[src/rtl/mem_to_apb_master.sv]
// Bridges the core req/gnt memory port onto an APB master (SETUP/ACCESS sequencing),
// returning a registered response pulse and aborting ACCESS phases that never see PREADY.
module mem_to_apb_master #(
  parameter int ADDR_SIZE      = 32,
  parameter int DATA_SIZE      = 32,
  parameter int TIMEOUT_CYCLES = 255
) (
  input  logic                   clk_i,
  input  logic                   rst_i,
  input  logic                   req_i,
  output logic                   gnt_o,
  input  logic [ADDR_SIZE-1:0]   addr_i,
  input  logic [DATA_SIZE-1:0]   wdata_i,
  input  logic [DATA_SIZE/8-1:0] strb_i,
  input  logic                   we_i,
  output logic                   rvalid_o,
  output logic [DATA_SIZE-1:0]   rdata_o,
  output logic                   err_o,
  output logic [ADDR_SIZE-1:0]   PADDR,
  output logic [DATA_SIZE-1:0]   PWDATA,
  output logic                   PWRITE,
  output logic                   PSEL,
  output logic                   PENABLE,
  output logic [DATA_SIZE/8-1:0] PSTRB,
  input  logic [DATA_SIZE-1:0]   PRDATA,
  input  logic                   PREADY,
  input  logic                   PSLVERR
);

  localparam int STRB_SIZE = DATA_SIZE / 8;
  // A disabled timeout still gets a 1-bit counter so the declarations stay legal.
  localparam int CNT_W  = (TIMEOUT_CYCLES > 0) ? $clog2(TIMEOUT_CYCLES + 1) : 1;
  localparam int LAST_I = (TIMEOUT_CYCLES > 0) ? TIMEOUT_CYCLES - 1 : 0;
  localparam logic [CNT_W-1:0] CNT_LAST = CNT_W'(LAST_I);
  localparam logic [CNT_W-1:0] CNT_MAX  = {CNT_W{1'b1}};
  localparam logic [CNT_W-1:0] CNT_ONE  = CNT_W'(1);

  typedef enum logic [1:0] {
    IDLE   = 2'd0,
    SETUP  = 2'd1,
    ACCESS = 2'd2
  } state_t;

  state_t           state_r;
  logic [CNT_W-1:0] cnt_r;
  logic             gnt_s;
  logic             done_s;
  logic             abort_s;

  // Grant, completion and timeout-abort decode for the current cycle.
  always_comb begin
    gnt_s   = 1'b0;
    done_s  = 1'b0;
    abort_s = 1'b0;
    case (state_r)
      IDLE: begin
        gnt_s = req_i;
      end
      SETUP: begin
        gnt_s = 1'b0;
      end
      ACCESS: begin
        if (PREADY) begin
          done_s = 1'b1;
          gnt_s  = req_i;
        end else begin
          gnt_s   = 1'b0;
          abort_s = (TIMEOUT_CYCLES != 0) && (cnt_r == CNT_LAST);
        end
      end
      default: begin
        gnt_s = 1'b0;
      end
    endcase
  end

  assign gnt_o = gnt_s;

  // APB sequencing FSM with request capture and registered response.
  always_ff @(posedge clk_i or posedge rst_i) begin
    if (rst_i) begin
      state_r  <= IDLE;
      cnt_r    <= {CNT_W{1'b0}};
      PSEL     <= 1'b0;
      PENABLE  <= 1'b0;
      rvalid_o <= 1'b0;
      err_o    <= 1'b0;
      rdata_o  <= {DATA_SIZE{1'b0}};
      PADDR    <= {ADDR_SIZE{1'b0}};
      PWDATA   <= {DATA_SIZE{1'b0}};
      PSTRB    <= {STRB_SIZE{1'b0}};
      PWRITE   <= 1'b0;
    end else begin
      rvalid_o <= 1'b0;
      err_o    <= 1'b0;
      if (gnt_s) begin
        PADDR  <= addr_i;
        PWDATA <= wdata_i;
        PSTRB  <= we_i ? strb_i : {STRB_SIZE{1'b0}};
        PWRITE <= we_i;
      end
      case (state_r)
        IDLE: begin
          PENABLE <= 1'b0;
          if (gnt_s) begin
            state_r <= SETUP;
            PSEL    <= 1'b1;
          end else begin
            PSEL    <= 1'b0;
          end
        end
        SETUP: begin
          state_r <= ACCESS;
          PSEL    <= 1'b1;
          PENABLE <= 1'b1;
          cnt_r   <= {CNT_W{1'b0}};
        end
        ACCESS: begin
          if (done_s) begin
            rvalid_o <= 1'b1;
            err_o    <= PSLVERR;
            rdata_o  <= (!PWRITE && !PSLVERR) ? PRDATA : {DATA_SIZE{1'b0}};
            PENABLE  <= 1'b0;
            // A back-to-back grant skips IDLE and goes straight to SETUP.
            if (gnt_s) begin
              state_r <= SETUP;
              PSEL    <= 1'b1;
            end else begin
              state_r <= IDLE;
              PSEL    <= 1'b0;
            end
          end else if (abort_s) begin
            state_r  <= IDLE;
            PSEL     <= 1'b0;
            PENABLE  <= 1'b0;
            rvalid_o <= 1'b1;
            err_o    <= 1'b1;
            rdata_o  <= {DATA_SIZE{1'b0}};
          end else if (cnt_r != CNT_MAX) begin
            cnt_r <= cnt_r + CNT_ONE;
          end else begin
            cnt_r <= cnt_r;
          end
        end
        default: begin
          state_r <= IDLE;
          PSEL    <= 1'b0;
          PENABLE <= 1'b0;
        end
      endcase
    end
  end

endmodule

[config.mk]
export PLATFORM = sky130hd
export DESIGN_NAME = mem_to_apb_master
export DESIGN_NICKNAME = d
export VERILOG_FILES = /design/src/rtl/mem_to_apb_master.sv
export SDC_FILE = /design/constraint.sdc
export NUM_CORES = 1
export LEC_CHECK = 0
export CAP_MARGIN = 15
export CORE_MARGIN = 2
export CORE_UTILIZATION = 35
export CTS_CLUSTER_DIAMETER = 60
export CTS_CLUSTER_SIZE = 25
export DETAILED_ROUTE_END_ITERATION = 8
export PLACE_DENSITY = 0.65
export SETUP_SLACK_MARGIN = 0.3
export SLEW_MARGIN = 20
export SYNTH_ARGS = -nofsm -noshare
export SYNTH_HDL_FRONTEND = slang
export SYNTH_SLANG_ARGS = --single-unit
[constraint.sdc]
create_clock -name clk_i -period 3.8 [get_ports clk_i]
set_input_delay 0.38 -clock clk_i [delete_from_list [all_inputs] [get_ports clk_i]]
set_output_delay 0.38 -clock clk_i [all_outputs]
set_load 0.02 [all_outputs]
==> results.sh <==
export IMPL_number_of_top_level_pins=212
export IMPL_max_cap_violations=0
export IMPL_power_switching_mw=1.61
export IMPL_power_report_internal_total_mw=3.54
export IMPL_clock_insertion_delay_worst_skew_ps=410
export IMPL_worst_endpoint_arrival_ps=1980
export IMPL_cp_data_required_time_ps=3420
export IMPL_maximum_vdd_ir_drop_mv=0.336
export IMPL_crit_path_max_incr_delay_ps=650
export IMPL_number_of_h_tree_levels=4
export IMPL_number_of_input_and_output_port_buffers_inserted=211
export IMPL_critPathCaptureType="primary output"
export IMPL_tritoncts="built"
export IMPL_fin_skew_ps=5.29
export IMPL_cts_buffers=17
export IMPL_final_fill_count=1150
export IMPL_post_layout_total_power_mw=5.16
export IMPL_grt_setup_unrepaired="no"
export IMPL_timing_critical_path_cells="clkdlybuf4s50_1 > nor2b_2 > nor3b_1 > clkdlybuf4s50_1"
export IMPL_avgSynthCellArea_um2=14.2
export IMPL_cts_hold_buffers=0
export IMPL_synth_cell_area_um2=4880
export IMPL_share_seq_of_total_power=0.347
export IMPL_routabilityCongestion=0.832
export IMPL_final_hold_worst_slack_ps=456
export IMPL_avgRoutedWirePerCell_um=17.1
export IMPL_cts_sinks=115
export IMPL_count_of_warnings_emitted_by_yosys=0
export IMPL_antenna_diode_count=0
export IMPL_cts_root_buf="sky130_fd_sc_hd__clkbuf_16"
export IMPL_initial_core_util=0.355
export IMPL_power_per_cell_area_nw_per_um2=670
export IMPL_clock_power_share=0.288
export IMPL_drt_total_wl_um=12800
export IMPL_grt_pass1_vias=4015
export IMPL_floorplan_die_width_um=122
export IMPL_worst_path_most_repeated_cell="sky130_fd_sc_hd__clkdlybuf4s50_1"
export IMPL_final_min_period_over_clock_period=0.620
export IMPL_tightest_slew_ps=746
export IMPL_detailedRoute_firstPassIterationCount=4
export IMPL_reg2reg_slack_ps=1960
export IMPL_post_route_cells_drive_above_1_share=0.231
export IMPL_route_vias_total=3795
export IMPL_worst_path_max_delay_cell="sky130_fd_sc_hd__clkdlybuf4s50_1"
export IMPL_area_growth_synth_to_final_pct=57.9
export IMPL_timing_critical_path_from_type="primary input"
export IMPL_post_cts_resize_count=0
export IMPL_worstPathMaxFanout=7
export IMPL_switching_share=0.313
export IMPL_core_um2=13700
export IMPL_p_leak_nw=3.08
export IMPL_yosys_cell_types_count=42
export IMPL_grt_usage=0.178
export IMPL_final_hold_violation_count=0
export IMPL_fmax_ghz=0.424
export IMPL_post_drt_via_cell_ratio=5.08
export IMPL_synthesis_instances=343
export IMPL_finish_utilization=0.561
export IMPL_drv_slew=0
export IMPL_place_hpwl_um=8660
export IMPL_power_combinational_fraction=0.365
export IMPL_post_synth_top_area_fraction=0.590
export IMPL_grt_overflow=0
export IMPL_top_library_cells_by_usage_in_the_layout_fill_and_taps_aside="211 x sky130_fd_sc_hd__clkdlybuf4s50_1, 115 x sky130_fd_sc_hd__dfrtp_1, 60 x sky130_fd_sc_hd__mux2_2"
export IMPL_classification_of_the_worst_setup_path="primary input to primary output"
export IMPL_outcome="complete, no violations"
export IMPL_mappedNetlistNets=451
export IMPL_finalNetCount=662
export IMPL_seq_area_frac_synth=0.590
export IMPL_synth_area_leader_cell="sky130_fd_sc_hd__dfrtp_1"
export IMPL_timing_final_crit_period_ps=2360
export IMPL_synth_area_leaders="sky130_fd_sc_hd__dfrtp_1 59%, sky130_fd_sc_hd__mux2_2 14%, sky130_fd_sc_hd__a32o_1 6.8%"
export IMPL_postCtsSetupBuffers=0
export IMPL_clk_transition_reported_paths_ps=50
export IMPL_slew_headroom=0.503
export IMPL_timing_setup_tns_ps=0
export IMPL_fp_row_count=43
export IMPL_most_common_cell_after_layout_fill_and_taps_aside="sky130_fd_sc_hd__clkdlybuf4s50_1"
export IMPL_fp_dieArea_um2=14900
export IMPL_initialDrtViolationCount=140
export IMPL_ant_nets=0
export IMPL_synth_seq_cells=115
export IMPL_timing_final_setup_violations=0
export IMPL_cts_buffer_depth=2
export IMPL_grt_antenna_before_repair=0
export IMPL_holdCritPathClass="primary input to async pin"
export IMPL_post_route_drc_count=0
export IMPL_grt_start_max_net_pins=71
export IMPL_floorplan_die_height_um=122
export IMPL_grt_first_pass_wirelength_um=20500
==> power groups by stage <==
| stage | combinational, mW | clock (mW) | sequential, mW |
|---|---|---|---|
| after CTS | 1.91 | 1.53 | 1.79 |
| after detailed placement | 1.90 | 0 | 1.81 |
| after global routing | 2.01 | 1.58 | 1.84 |
| after global placement | 1.88 | 0 | 1.79 |
| final | 1.88 | 1.48 | 1.79 |
| after floorplan | 0.605 | 0 | 2.19 |
==> cell usage after synthesis <==
| cell type | instances |
|---|---|
| sky130_fd_sc_hd__dfrtp_1 | 115 |
| sky130_fd_sc_hd__mux2_2 | 60 |
| sky130_fd_sc_hd__a32o_1 | 33 |
| sky130_fd_sc_hd__a31o_2 | 26 |
| sky130_fd_sc_hd__clkbuf_1 | 13 |
| sky130_fd_sc_hd__nand2_1 | 11 |
| sky130_fd_sc_hd__buf_6 | 7 |
| sky130_fd_sc_hd__mux2i_1 | 7 |
| sky130_fd_sc_hd__a31o_1 | 6 |
| sky130_fd_sc_hd__buf_2 | 6 |
| sky130_fd_sc_hd__inv_1 | 6 |
| sky130_fd_sc_hd__a21oi_1 | 5 |
| sky130_fd_sc_hd__mux2_1 | 5 |
| sky130_fd_sc_hd__and4_1 | 4 |
| sky130_fd_sc_hd__a211oi_1 | 3 |
| sky130_fd_sc_hd__o21ai_0 | 3 |
| sky130_fd_sc_hd__a31oi_1 | 2 |
| sky130_fd_sc_hd__ha_1 | 2 |
| sky130_fd_sc_hd__nand2b_1 | 2 |
| sky130_fd_sc_hd__nand3_1 | 2 |
| sky130_fd_sc_hd__nor2_1 | 2 |
| sky130_fd_sc_hd__nor2b_1 | 2 |
| sky130_fd_sc_hd__nor3b_2 | 2 |
| sky130_fd_sc_hd__a21o_1 | 1 |
| sky130_fd_sc_hd__a311oi_1 | 1 |
| sky130_fd_sc_hd__and3_1 | 1 |
| sky130_fd_sc_hd__and4b_1 | 1 |
| sky130_fd_sc_hd__clkinv_1 | 1 |
| sky130_fd_sc_hd__nand3b_1 | 1 |
| sky130_fd_sc_hd__nand4_2 | 1 |
| sky130_fd_sc_hd__nand4bb_1 | 1 |
| sky130_fd_sc_hd__nor2b_2 | 1 |
| sky130_fd_sc_hd__nor3b_1 | 1 |
| sky130_fd_sc_hd__nor3b_4 | 1 |
| sky130_fd_sc_hd__nor4_1 | 1 |
| sky130_fd_sc_hd__o2111ai_1 | 1 |
| sky130_fd_sc_hd__o21bai_1 | 1 |
| sky130_fd_sc_hd__o311a_1 | 1 |
| sky130_fd_sc_hd__o31ai_1 | 1 |
| sky130_fd_sc_hd__or2_1 | 1 |
| sky130_fd_sc_hd__or2_2 | 1 |
| sky130_fd_sc_hd__or3_1 | 1 |
==> worst paths after layout <==
kind / from / endpoint / cells after the start
min in group clk_i: PWDATA[4]$_DFFE_PP0P_ / PWDATA[4]$_DFFE_PP0P_ / 1
max in group asynchronous: rst_i / PWDATA[16]$_DFFE_PP0P_ / 3
min: rst_i / rdata_o[6]$_DFFE_PP0P_ / 2
min reg2reg: PWDATA[4]$_DFFE_PP0P_ / PWDATA[4]$_DFFE_PP0P_ / 1
max: PREADY / gnt_o / 4
max reg2reg: state_r[1]$_DFFE_PP0P_ / PADDR[5]$_DFFE_PP0P_ / 4
==> critical path, delay by kind of cell <==
family        cells  cell delay, ps
buf+inv           2            1260
simple gates      2             330
==> final cells by class <==
| cell class | count | area [um2] | area share |
|---|---|---|---|
| sequential | 115 | 2880 | 0.374 |
| timing repair buffer | 218 | 2190 | 0.284 |
| multi-input combinational | 195 | 1820 | 0.237 |
| clock buffer | 22 | 474 | 0.0616 |
| tap | 180 | 225 | 0.0292 |
| clock inverter | 10 | 82.6 | 0.0107 |
| inverter | 7 | 28.8 | 0.00374 |
==> layer usage <==
metal	track usage	vias to the layer above	routed length [um]
li1	-	1743	-
met1	0.204	1872	5090
met2	0.287	157	6100
met3	0.0847	23	1330
met4	0.0740	0	271
met5	0	-	0
==> sequential cells by signal, summed over array words and instances, names as in the netlist <==
signal and count:
err_o 1, PADDR 32, rvalid_o 1, rdata_o 32
state_r 2, PWRITE 1, PSTRB 4, PSEL 1
cnt_r 8, PWDATA 32, PENABLE 1
==> metrics by stage <==
step                      instances  setup slack (ps)  cell area [um2]
final                           747              1440             7700
after global routing            747              1360             7700
after CTS                       747              1420             7700
after detailed placement        715              1450             7140
after global placement          715              1430             7140
after floorplan                 343               376             4880
==> cell families after synthesis <==
kind of cell / synth area share
compound gates: 0.151
mux: 0.164
flops: 0.590
simple gates: 0.0516
buf+inv: 0.0377
fa+ha+maj: 0.00513
No activity file was read; power rests on OpenSTA's default activity.
